## config.mk

```make
export PLATFORM = sky130hd
export DESIGN_NAME = rewire_ctx_sched
export DESIGN_NICKNAME = d
export VERILOG_FILES = /design/src/rtl/rewire_ctx_sched.sv
export SDC_FILE = /design/constraint.sdc
export NUM_CORES = 1
export LEC_CHECK = 0
export ABC_CLOCK_PERIOD_IN_PS = 3600
export BUFFER_PORTS_ARGS = -buffer_cell sky130_fd_sc_hd__buf_2
export CAP_MARGIN = 20
export CORE_AREA = 3 3 54 106
export DETAILED_ROUTE_END_ITERATION = 16
export DIE_AREA = 0 0 57 109
export GPL_TIMING_DRIVEN = 0
export PLACE_DENSITY = 0.61
export SYNTH_ARGS = -nofsm -noshare
export SYNTH_HDL_FRONTEND = slang
export SYNTH_SLANG_ARGS = --single-unit
```

## constraint.sdc

```tcl
create_clock -name clk -period 3.6 [get_ports clk]
set_input_delay 0 -clock clk [delete_from_list [all_inputs] [get_ports clk]]
set_output_delay 0 -clock clk [all_outputs]
set_load 0.05 [all_outputs]
```

## src/rtl/rewire_ctx_sched.sv

```systemverilog
// rewire_ctx_sched
// Time-multiplexes one combinational resumption core between NCTX requester
// contexts. Each context's saved core state and halted flag live here. Each
// cycle, at most one context is granted round-robin and advanced by exactly one
// core step. The step's output is returned on a registered response channel.
//
// Ports:
//   clk, rst            clock; asynchronous active-high reset
//   req_valid[NCTX]     per-context step request
//   req_in[NCTX*IW]     per-context step input, context i at [i*IW +: IW]
//   req_ready[NCTX]     one-hot grant (combinational)
//   ctx_clear[NCTX]     per-context restart pulse (state <- RESET_STATE)
//   rsp_valid/ready     response handshake
//   rsp_ctx/out/halted  response payload: context, core output, halted flag
//   core_state/core_in  operands presented to the external core
//   core_next_state, core_out, core_cont   combinational core results
module rewire_ctx_sched #(
    parameter int NCTX = 4,
    parameter int STW  = 5,
    parameter int IW   = 1,
    parameter int OW   = 1,
    parameter logic [STW-1:0] RESET_STATE = 'h09,
    localparam int CW  = $clog2(NCTX)
) (
    input  logic                 clk,
    input  logic                 rst,
    input  logic [NCTX-1:0]      req_valid,
    input  logic [NCTX*IW-1:0]   req_in,
    output logic [NCTX-1:0]      req_ready,
    input  logic [NCTX-1:0]      ctx_clear,
    output logic                 rsp_valid,
    input  logic                 rsp_ready,
    output logic [CW-1:0]        rsp_ctx,
    output logic [OW-1:0]        rsp_out,
    output logic                 rsp_halted,
    output logic [STW-1:0]       core_state,
    output logic [IW-1:0]        core_in,
    input  logic [STW-1:0]       core_next_state,
    input  logic [OW-1:0]        core_out,
    input  logic                 core_cont
);

    logic [STW-1:0] state_q [NCTX];
    logic [STW-1:0] state_d [NCTX];
    logic [NCTX-1:0] halted_q, halted_d;
    logic [CW-1:0]  ptr_q, ptr_d;
    logic           rsp_valid_q, rsp_valid_d;
    logic [CW-1:0]  rsp_ctx_q, rsp_ctx_d;
    logic [OW-1:0]  rsp_out_q, rsp_out_d;
    logic           rsp_halted_q, rsp_halted_d;

    logic            issue;
    logic            grant_valid;
    logic [CW-1:0]   grant_idx;
    logic [CW:0]     scan;
    logic            grant_halted;
    logic [NCTX-1:0] eligible;
    logic [NCTX-1:0] step_live;

    genvar gi;
    generate
        for (gi = 0; gi < NCTX; gi++) begin : g_ctx
            // A context being cleared cannot be granted, so clear and step never collide.
            assign eligible[gi]  = req_valid[gi] && !ctx_clear[gi];
            assign req_ready[gi] = grant_valid && (grant_idx == CW'(gi));
            // Only a non-halted context actually takes the core's result.
            assign step_live[gi] = req_ready[gi] && !halted_q[gi];
        end
    endgenerate

    // Round-robin scan starting at ptr. The index is kept one bit wider so the
    // wrap is a compare-and-subtract, which is correct for any NCTX.
    always_comb begin
        issue       = !rst && (!rsp_valid_q || rsp_ready);
        grant_valid = 1'b0;
        grant_idx   = '0;
        scan        = '0;
        for (int k = 0; k < NCTX; k++) begin
            scan = {1'b0, ptr_q} + (CW+1)'(k);
            if (scan >= (CW+1)'(NCTX)) begin
                scan = scan - (CW+1)'(NCTX);
            end
            if (issue && !grant_valid && eligible[scan[CW-1:0]]) begin
                grant_valid = 1'b1;
                grant_idx   = scan[CW-1:0];
            end
        end
    end

    always_comb begin
        core_state   = '0;
        core_in      = '0;
        grant_halted = 1'b0;
        if (grant_valid) begin
            core_state   = state_q[grant_idx];
            core_in      = req_in[int'(grant_idx)*IW +: IW];
            grant_halted = halted_q[grant_idx];
        end
    end

    always_comb begin
        for (int i = 0; i < NCTX; i++) begin
            state_d[i]  = state_q[i];
            halted_d[i] = halted_q[i];
            if (ctx_clear[i]) begin
                state_d[i]  = RESET_STATE;
                halted_d[i] = 1'b0;
            end else if (step_live[i]) begin
                state_d[i]  = core_next_state;
                halted_d[i] = !core_cont;
            end
        end

        ptr_d = ptr_q;
        if (grant_valid) begin
            ptr_d = (grant_idx == CW'(NCTX-1)) ? '0 : grant_idx + 1'b1;
        end

        // Payload only reloads on acceptance, so it stays stable while stalled.
        rsp_valid_d  = rsp_valid_q;
        rsp_ctx_d    = rsp_ctx_q;
        rsp_out_d    = rsp_out_q;
        rsp_halted_d = rsp_halted_q;
        if (grant_valid) begin
            rsp_valid_d  = 1'b1;
            rsp_ctx_d    = grant_idx;
            rsp_out_d    = grant_halted ? '0 : core_out;
            rsp_halted_d = grant_halted ? 1'b1 : !core_cont;
        end else if (rsp_ready) begin
            rsp_valid_d  = 1'b0;
        end
    end

    always_ff @(posedge clk or posedge rst) begin
        if (rst) begin
            for (int i = 0; i < NCTX; i++) begin
                state_q[i] <= RESET_STATE;
            end
            halted_q     <= '0;
            ptr_q        <= '0;
            rsp_valid_q  <= 1'b0;
            rsp_ctx_q    <= '0;
            rsp_out_q    <= '0;
            rsp_halted_q <= 1'b0;
        end else begin
            for (int i = 0; i < NCTX; i++) begin
                state_q[i] <= state_d[i];
            end
            halted_q     <= halted_d;
            ptr_q        <= ptr_d;
            rsp_valid_q  <= rsp_valid_d;
            rsp_ctx_q    <= rsp_ctx_d;
            rsp_out_q    <= rsp_out_d;
            rsp_halted_q <= rsp_halted_d;
        end
    end

    assign rsp_valid  = rsp_valid_q;
    assign rsp_ctx    = rsp_ctx_q;
    assign rsp_out    = rsp_out_q;
    assign rsp_halted = rsp_halted_q;

endmodule

```

* Yosys cells after proc, flatten, opt, wreduce, memory -nomap -nowiden
Index checks and enable logic that the tools add are counted.
** Word-level totals
- Output and inout bits :: 15
- Flip-flop bits (word level) :: 31
- Word-level logic and storage cells :: 126
- Bits of input ports :: 22
** Operators by class
- Bitwise logic cells :: 1
- Reduce and logical (&&, ||, !) cells :: 41
- Equality and inequality tests :: 3
- Magnitude comparators :: 10
- Shift operators :: 1
- Add/sub/neg operators :: 8
- Mux-type cells :: 49
** Operator list (count)
- 2-to-1 mux 5 bit :: 11
- 2-to-1 mux 1 bit :: 23
- logical AND 1 bit :: 20
- 2-to-1 mux 2 bit :: 9
- less-than comparator 2 x 3 -> 1 bit (second input constant) :: 5
- logical NOT 1 bit :: 14
- >= comparator 3 bit (second input constant) :: 4
- binary-select mux 1 bit (select 2 bit) :: 5
- binary-select mux 5 bit (select 2 bit) :: 1
- nonzero test 2 bit :: 5
- subtractor 2 x 1 -> 2 bit (second input constant) :: 4
- adder 2 x 2 -> 3 bit (second input constant) :: 2
- equality test 2 bit (second input constant) :: 2
- indexed part select 4 x 3 -> 1 bit :: 1
- adder 2 x 1 -> 3 bit (second input constant) :: 1
- >= comparator 2 x 3 -> 1 bit (second input constant) :: 1
- inverter 2 -> 3 bit :: 1
- adder 2 x 1 -> 2 bit (second input constant) :: 1
- equality test 2 x 1 -> 1 bit (second input constant) :: 1
- logical NOT 2 bit :: 1
- logical OR 1 bit :: 1

* Depth between registers and ports, before layout
Gate-level depths: netlist of the first run.
- Depth after elaboration :: 23
- Depth in mapped cells :: 12
- Depth with buffers taken out :: 10

* Least setup slack after synthesis of the first run
Ideal clock, no wire load.
- Path kind :: reg2out
- Start :: reg rsp_valid_q (netlist: rsp_valid)
- End :: out core_in
- Stages on the path, launching flop included :: 10
- Arrival :: 3.418 ns
- Slack :: 0.182 ns
- Required time :: 3.600 ns
- Path buffers :: 1
- Cell sequence :: dfrtp_1 -> nor2b_1 -> nor2_1 -> nand2_1 -> nor3_1 -> nor2_2 -> inv_2 -> buf_2 -> nand2_1 -> a311oi_1
** Between the ends
- Cells in the longest elaborated chain, start to end :: 19
- Elaborated cells between the ends (all ways) :: 23
- Classes of those cells :: 1 x shift; 9 x mux; 13 x reduce/logical
** Ends and longest elaborated chain
- from (decl) :: line 47 : logic rsp_valid_q, rsp_valid_d;
- from (signal assigned) :: line 151 : rsp_valid_q <= rsp_valid_d;
- logical NOT 1 bit * :: line 74 : issue = !rst && (!rsp_valid_q || rsp_ready);
- logical OR 1 bit * :: line 74
- logical AND 1 bit * :: line 74
- logical AND 1 bit :: line 83 : if (issue && !grant_valid && eligible[scan[CW-1:0]]) begin
- 2-to-1 mux 1 bit :: line 83
- logical NOT 1 bit :: line 83
- logical AND 1 bit (2 in a row) :: line 83
- 2-to-1 mux 1 bit :: line 83
- logical NOT 1 bit :: line 83
- logical AND 1 bit (2 in a row) :: line 83
- 2-to-1 mux 1 bit :: line 83
- logical NOT 1 bit :: line 83
- logical AND 1 bit (2 in a row) :: line 83
- 2-to-1 mux 2 bit :: line 83
- indexed part select 4 x 3 -> 1 bit :: line 96 : core_in = req_in[int'(grant_idx)*IW +: IW];
- 2-to-1 mux 1 bit * :: line 94 : if (grant_valid) begin
- to (decl) :: line 37 : output logic [IW-1:0] core_in,
Mark *: on every way between the ends. The rest lies on a longest branch, timed or not.

* Worst setup path after layout of the first run
- Start :: in ctx_clear[3]
- End :: out core_state[1]
** Between the ends
- Cells in the longest elaborated chain, start to end :: 23
- Elaborated cells between the ends (all ways) :: 33
- Classes of those cells :: 20 x mux; 1 x bitwise; 12 x reduce/logical
** Ends and longest elaborated chain
- from (decl) :: line 30 : input logic [NCTX-1:0] ctx_clear,
- logical NOT 1 bit * :: line 64 : assign eligible[gi] = req_valid[gi] && !ctx_clear[gi];
- logical AND 1 bit * :: line 64
- binary-select mux 1 bit (select 2 bit) :: line 83
- 2-to-1 mux 1 bit (implied by the code) :: line 83
- logical AND 1 bit :: line 83
- 2-to-1 mux 1 bit :: line 83
- logical NOT 1 bit :: line 83
- logical AND 1 bit (2 in a row) :: line 83
- (+4 left out)
- 2-to-1 mux 1 bit :: line 83
- logical NOT 1 bit :: line 83
- logical AND 1 bit (2 in a row) :: line 83
- 2-to-1 mux 2 bit :: line 83
- inverter 2 -> 3 bit (implied by the code) :: line 95 : core_state = state_q[grant_idx];
- binary-select mux 5 bit (select 2 bit) :: line 95
- 2-to-1 mux 5 bit (implied by the code) (2 in a row) :: line 95
- 2-to-1 mux 5 bit * :: line 94
- to (decl) :: line 36 : output logic [STW-1:0] core_state,
Mark *: on every way between the ends. The rest lies on a longest branch, timed or not. The select of a mux whose other input is x is not followed.

==> flow_summary_export.csv, run 1 <==
group,metric,value,unit
outcome,status,"completed",
logic_synthesis,syn_inst,214,
power,leakage_power,0.00115,µW
logic_synthesis,ys_seq_area_frac,0.399,
floorplanning,design.portCount,37,
detailed_routing,detailedRoute.firstIterationViolations,46,
detailed_routing,drt_pre_antenna_iters,4,
global_routing,first_pass_grt_wire_length,9.40,mm
worst_setup_path,worst-endpoint-arrival,3.26,ns
worst_setup_path,critPathCaptureType,"output port",
sta,timing.final.max_slew_violations,0,
place,hpwl,4.43,mm
sta,hold_viol,0,
detailed_routing,vias_after_detailed_routing,1865,
clocking,tritoncts,"done",
floorplanning,floorplan.rows,36,
floorplanning,die_area,0.00621,mm²
floorplanning,die_w,57,µm
logic_synthesis,yosys_warnings,0,
power,clock_power_share,0.167,
final_layout,fraction_of_layout_cells_with_a_size_suffix_above_1,0.289,
detailed_routing,vias_per_cell,5.77,
final_layout,seqCellArea,786,µm²
power,power.share.switching,0.468,
floorplanning,initial_core_util,0.398,
logic_synthesis,syn-cell-area,0.00197,mm²
clocking,clkSinkCount,31,
place,gp_routability_congestion,0.915,
sta,period_needed,3.26,ns
worst_setup_path,critical_path.cell_chain,"dlygate4sd3_1, buf_2, nor2b_1, nand3_1, a211o_1, a21oi_2, nor2_2, inv_2, buf_2, nand2_1, a311oi_1, buf_2",
logic_synthesis,number_of_distinct_library_cells_after_synthesis,52,
clocking,worstSkewPairLatency,0.28,ns
sta,worst_tran_pin_value,0.582,ns
sta,fin_skew,0.00141,ns
clocking,cts-root-buf,"sky130_fd_sc_hd__clkbuf_8",
detailed_routing,wl,5.79,mm
worst_setup_path,r2r_setup_slack,0.46,ns
floorplanning,die_h,109,µm
sta,crit_share_post_route,0.905,
min_path,hold_path_class,"in -> reg",
global_routing,globalRouteOverflowTotal,0,
worst_setup_path,cp_max_fo,10,
final_layout,multiInputGateArea,0.00110,mm²
clocking,numCtsBuffers,5,
global_routing,first_global_vias,1886,
sta,setup_repair_after_global_routing_missed_its_margin,"false",
clocking,ctsHtreeMaxLevel,2,
run,cap_violations,0,
power,power_report.internal_total,968,µW
worst_setup_path,critPathKind,"in -> out",
final_layout,layout.filler_cells,508,
power,worst_ir_drop_vdd,0.000449,V
detailed_routing,antenna_left,0,
final_layout,nets_final,288,
global_routing,antenna_found_initial,0,
final_layout,syn2layout_area_growth,22.7,%
logic_synthesis,synth_async_sr_flop_share,1.00,
place,io_buffer_count,36,
place,placed_cell_area,0.00225,mm²
final_layout,postLayoutCoreUtil,0.488,
power,p_total,1820,µW
detailed_routing,remaining_drcs,0,
worst_setup_path,critical_path.startpoint_type,"input pin",
power,power_density,752,mW/mm²
logic_synthesis,postSynthRegisterBits,31,
logic_synthesis,synth_edf_count,0,
sta,timing.fmax,0.307,GHz
logic_synthesis,synthesis.area_per_instance,9.21,µm²
sta,slew-limit-headroom,0.610,
worst_setup_path,worst_path_largest_cell_delay,0.53,ns
clocking,ctsLongestPathBuffers,2,
floorplanning,coreArea,0.00495,mm²
sta,final_setup_tns,0,ns
sta,finalSetupViolations,0,
detailed_routing,routedWlPerCell,17.9,µm
final_layout,antenna_cells,0,
global_routing,grt_max_degree,24,
worst_setup_path,worst-endpoint-required,3.60,ns
global_routing,grt.total_usage,0.201,
worst_setup_path,critical-path-slowest-cell,"sky130_fd_sc_hd__dlygate4sd3_1",
power,combinationalPowerShare,0.547,
power,power.sequential.fraction,0.287,
logic_synthesis,synth_fp_nets,237,
final_layout,stdcell_area,0.00242,mm²
clocking,cts.clk_slew.worst_paths,0.06,ns
power,p_sw,851,µW
worst_setup_path,critical_path.most_common_cell,"sky130_fd_sc_hd__buf_2",
logic_synthesis,synth-main-ff-cell,"sky130_fd_sc_hd__dfrtp_1",
==> cell families after synthesis <==
family / share of synthesized area
AO/OA/AOI/OAI: 0.186
adder cells (fa/ha/maj): 0.00635
buffers and inverters: 0.0432
flip-flops: 0.399
multiplexers: 0.109
AND/OR/NAND/NOR: 0.257
==> worst max-delay path: cells and delay by family <==
kind                   cells  cell delay, ns
buffers and inverters      5            1.51
AOI/OAI and AO/OA          3            1.05
and+or+nand+nor            4            0.69
==> state kept, by name, indices dropped and copies added, names as in the netlist <==
name,count
rsp_ctx,2
state_q,20
rsp_halted,1
rsp_out,1
halted_q,4
ptr_q,2
rsp_valid,1
==> stage by stage <==
stage	worst slack (ns)	std cells	hold slack (ns)
after floorplan	0.182	214	0.0631
final	0.341	323	0.00169
after global routing	0.0929	323	0.0254
after CTS	0.0907	320	0.00420
after global placement	0.206	307	0.281
after detailed placement	0.196	308	0.0327
==> area by class of cell <==
class                           instances  area share
Clock buffer                            8      0.0414
Tap cell                               57      0.0295
Timing Repair Buffer                   44       0.112
Buffer                                  8      0.0171
Sequential cell                        31       0.325
Multi-Input combinational cell        163       0.457
Inverter                               12      0.0186
==> power by group through the flow <==
| stage | clock network, µW | logic (µW) | registers [µW] |
|---|---|---|---|
| final | 303 | 994 | 521 |
| after CTS | 311 | 979 | 520 |
| after floorplan | 0 | 648 | 606 |
| after global routing | 321 | 1080 | 533 |
| after global placement | 0 | 960 | 524 |
| after detailed placement | 0 | 971 | 526 |
==> synthesized netlist by cell type, drive strengths merged, types with 2 or more instances <==
master,instances,area [µm²]
nand2,27,101
dfrtp,23,576
nor2,20,77.6
nor2b,13,81.3
inv,12,45.1
nor3,10,66.3
mux2,9,101
mux2i,9,90.1
a211oi,8,72.6
a311oi,8,70.1
dfstp,8,210
a21oi,6,33.8
nand2b,6,37.5
clkbuf,5,20.0
nand3,5,25.0
nor3b,5,37.5
o211ai,5,37.5
a31oi,3,18.8
buf,3,20.0
a21o,2,15.0
and2,2,12.5
nand4,2,12.5
nand4b,2,17.5
o21ai,2,10.0
o311ai,2,17.5
==> timing repair <==
action                     in CTS  in global routing
hold endpoints to repair       11                  0
setup endpoints to repair       0                 11
resized for setup               0                  3
buffers inserted                0                  3
hold buffers                    4                  0
==> worst paths after layout <==
path | from | cells past startpoint | end
max | ctx_clear[3] | 12 | core_state[1]
min in group asynchronous | rst | 3 | rsp_valid
max in group asynchronous | rst | 4 | state_q[18]
max reg2reg | rsp_valid | 11 | state_q[1]
min | core_next_state[1] | 2 | state_q[6]
min reg2reg | rsp_ctx[0] | 2 | rsp_ctx[0]
==> layer usage <==
metal  track usage  vias up  routed length (µm)
met2         0.385       50                3390
li1              -      881                   -
met1         0.206      926                2060
met3        0.0249        8                 200
met5             0        -                   0
met4        0.0995        0                 151
==> layout by cell type, fill, tap and decap left out, types with 3 or more instances in the layout <==
master                          Yosys  routed
sky130_fd_sc_hd__dfstp_2            8       8
sky130_fd_sc_hd__a311oi_1           8       8
sky130_fd_sc_hd__o211ai_1           5       5
sky130_fd_sc_hd__nor2b_1           13      13
sky130_fd_sc_hd__dlygate4sd3_1      0       4
sky130_fd_sc_hd__mux2_1             3       3
sky130_fd_sc_hd__dfrtp_1           23      23
sky130_fd_sc_hd__nand2b_1           6       6
sky130_fd_sc_hd__nand2_1           27      27
sky130_fd_sc_hd__mux2i_1            9       9
sky130_fd_sc_hd__clkbuf_8           0       7
sky130_fd_sc_hd__clkbuf_1           4       4
sky130_fd_sc_hd__a31oi_1            3       3
sky130_fd_sc_hd__buf_2              1      37
sky130_fd_sc_hd__nor3_1             8       7
sky130_fd_sc_hd__a211oi_1           7       7
sky130_fd_sc_hd__buf_4              0       3
sky130_fd_sc_hd__inv_1             10      10
sky130_fd_sc_hd__nor3b_1            5       5
sky130_fd_sc_hd__nand3_1            5       5
sky130_fd_sc_hd__a21oi_1            5       5
sky130_fd_sc_hd__mux2_2             6       6
sky130_fd_sc_hd__nor2_1            19      19
Note: power is estimated with default switching activity, not from simulation.
==> inputs of run 2 (changes only) <==
ABC_CLOCK_PERIOD_IN_PS = 3900   (was 3600)
clock period = 3.9 ns   (was 3.6 ns; I/O delays follow)
==> run 2 against run 1 <==
The run now ends with hold timing left. Core utilization down 0.58 points. Power shrank 8.5%. Largest power group unchanged. Die area unchanged. Highest routed layer unchanged. Sequential power fell by 7.7%. Largest cell class unchanged.
==> flow_summary_export.csv, run 2 (synthesis gave the netlist of run 1 again) <==
group,metric,value,unit
floorplanning,die_area,0.00621,mm²
clocking,cts.clk_slew.worst_paths,0.07,ns
sta,worst_slack,0.360,ns
final_layout,largest_register_by_flop_count,"state_q",
final_layout,biggestRegsByFlops,"state_q: 20 flops, halted_q: 4 flops",
worst_setup_path,crit_family,"simple AND/OR/NAND/NOR gates",
power,p_total,1660,µW
place,dpl.cell_count,308,
sta,fin_skew,0.00139,ns
sta,final_setup_tns,0,ns
detailed_routing,vias_after_detailed_routing,1872,
global_routing,globalRouteOverflowTotal,0,
worst_setup_path,critical-path-slowest-cell,"sky130_fd_sc_hd__nor3_1",
floorplanning,floorplan.rows,36,
clocking,ctsHtreeMaxLevel,2,
min_path,timing.hold.worst_path_depth,2,
final_layout,layout.filler_cells,508,
clocking,numCtsBuffers,5,
place,hpwl,4.43,mm
global_routing,antenna_found_initial,0,
outcome,violations,"hold timing",
sta,period_needed,3.54,ns
detailed_routing,antenna_left,0,
floorplanning,design.portCount,37,
clocking,cts-root-buf,"sky130_fd_sc_hd__clkbuf_8",
final_layout,most_frequent_standard_cell_in_the_layout_excluding_fill_and_tap_cells,"sky130_fd_sc_hd__buf_2",
clocking,worstSkewPairLatency,0.28,ns
min_path,hold_path_class,"in -> reg",
sta,finalSetupViolations,0,
sta,slew-limit-headroom,0.352,
worst_setup_path,critPathKind,"reg -> out",
clocking,ctsLongestPathBuffers,2,
clocking,post_cts_buffers,0,
worst_setup_path,critical_path_depth,11,
detailed_routing,wl,5.75,mm
place,gp_routability_congestion,0.915,
power,worst_ir_drop_vdd,0.000415,V
power,leakage_power,0.00113,µW
clocking,tritoncts,"done",
place,io_buffer_count,36,
global_routing,grt_max_degree,24,
floorplanning,die_w,57,µm
detailed_routing,remaining_drcs,0,
run,cap_violations,0,
global_routing,first_pass_grt_wire_length,9.40,mm
sta,hold_viol,1,
sta,crit_share_post_route,0.908,
sta,setup_repair_after_global_routing_missed_its_margin,"false",
worst_setup_path,worst-endpoint-arrival,3.54,ns
outcome,status,"complete, but fails checks",
final_layout,top_library_cells_by_usage_in_the_layout_fill_and_taps_aside,"sky130_fd_sc_hd__buf_2, sky130_fd_sc_hd__nand2_1, sky130_fd_sc_hd__dfrtp_1",
worst_setup_path,critical_path.n_buffers_inverters,4,
floorplanning,initial_core_util,0.398,
sta,final.hold.worst_slack,-0.00117,ns
floorplanning,coreArea,0.00495,mm²
final_layout,nets_final,285,
power,power_density,697,mW/mm²
detailed_routing,vias_per_cell,5.85,
worst_setup_path,worst_path_largest_cell_delay,0.79,ns
detailed_routing,detailedRoute.firstIterationViolations,81,
final_layout,fraction_of_layout_cells_with_a_size_suffix_above_1,0.274,
sta,timing.final.max_slew_violations,0,
worst_setup_path,critical_path.cell_chain,"clkbuf_1, nor2_1, o21ai_0, nand2_1, nor3_1, nor2_2, inv_2, buf_2, nand2_1, a311oi_1, buf_2",
final_layout,antenna_cells,0,
worst_setup_path,critPathCaptureType,"output port",
detailed_routing,drt_pre_antenna_iters,4,
global_routing,first_global_vias,1886,
sta,timing.fmax,0.282,GHz
sta,worst_tran_pin_value,0.964,ns
clocking,clkSinkCount,31,
final_layout,largest_reg_flops,20,
final_layout,post_layout_nonfiller_instances,320,
worst_setup_path,cp_max_fo,10,
worst_setup_path,worst-endpoint-required,3.90,ns
place,post-place-ws,0.496,ns
global_routing,grt.total_usage,0.201,
floorplanning,die_h,109,µm
worst_setup_path,rr_worst_depth,12,
worst_setup_path,critical_path.startpoint_type,"flip-flop",
detailed_routing,routedWlPerCell,18.0,µm
final_layout,syn2layout_area_growth,21.3,%
==> run 2: through the flow <==
stage               instance area, µm²   util  hold WS (ns)
finish                            2390  0.482      -0.00117
global route                      2390  0.482        0.0254
CTS                               2390  0.482       0.00420
detailed placement                2250  0.454        0.0327
global placement                  2220  0.448         0.281
floorplan                         1970      -        0.0631
==> run 2: cell type report <==
class	instances	area (µm²)	area share
plain buffers	8	40.0	0.0168
inverters	12	45.0	0.0188
multi-input cells	163	1100	0.460
clock buffers	8	100	0.0419
well taps	57	71.3	0.0298
repair buffers	41	248	0.104
flip-flops and latches	31	786	0.329
==> run 2: worst reg2reg max path, delay by kind of cell, from the launching register on <==
family / cells / cell delay, ns
compound gates: 1 / 0.10
flops: 1 / 0.39
fa+ha+maj: 1 / 0.21
mux: 1 / 0.26
simple gates: 6 / 1.53
buf+inv: 3 / 0.90
==> run 2: metal layers <==
metal  share of wire  global-route usage  wire length, µm
met5               0                   0                0
met3           0.037              0.0249              213
met4           0.031              0.0995              181
met2            0.58               0.385             3330
met1            0.35               0.206             2030
==> run 2: worst paths after layout <==
check,end,slack [ns],from
min in group asynchronous,rsp_valid,0.28,rst
hold reg to reg,rsp_ctx[0],0.48,rsp_ctx[0]
hold / removal,state_q[6],-0.001,core_next_state[1]
max in group asynchronous,state_q[18],3.08,rst
setup reg to reg,state_q[1],0.42,ptr_q[0]
setup / recovery,core_state[1],0.36,ptr_q[0]
==> run 2: repair_timing <==
item,4_1_cts,5_1_grt
hold buffers,4,0
gates resized for setup,0,0
hold endpoints to repair,11,0
==> run 2: where the power goes <==
| part | leakage, µW | total (µW) | switching (µW) | internal (µW) |
|---|---|---|---|---|
| Combinational | 0.000695 | 901 | 610 | 291 |
| Sequential | 0.000386 | 481 | 52.3 | 429 |
| Clock | 0.0000515 | 282 | 121 | 161 |
| Total | 0.00113 | 1660 | 783 | 882 |
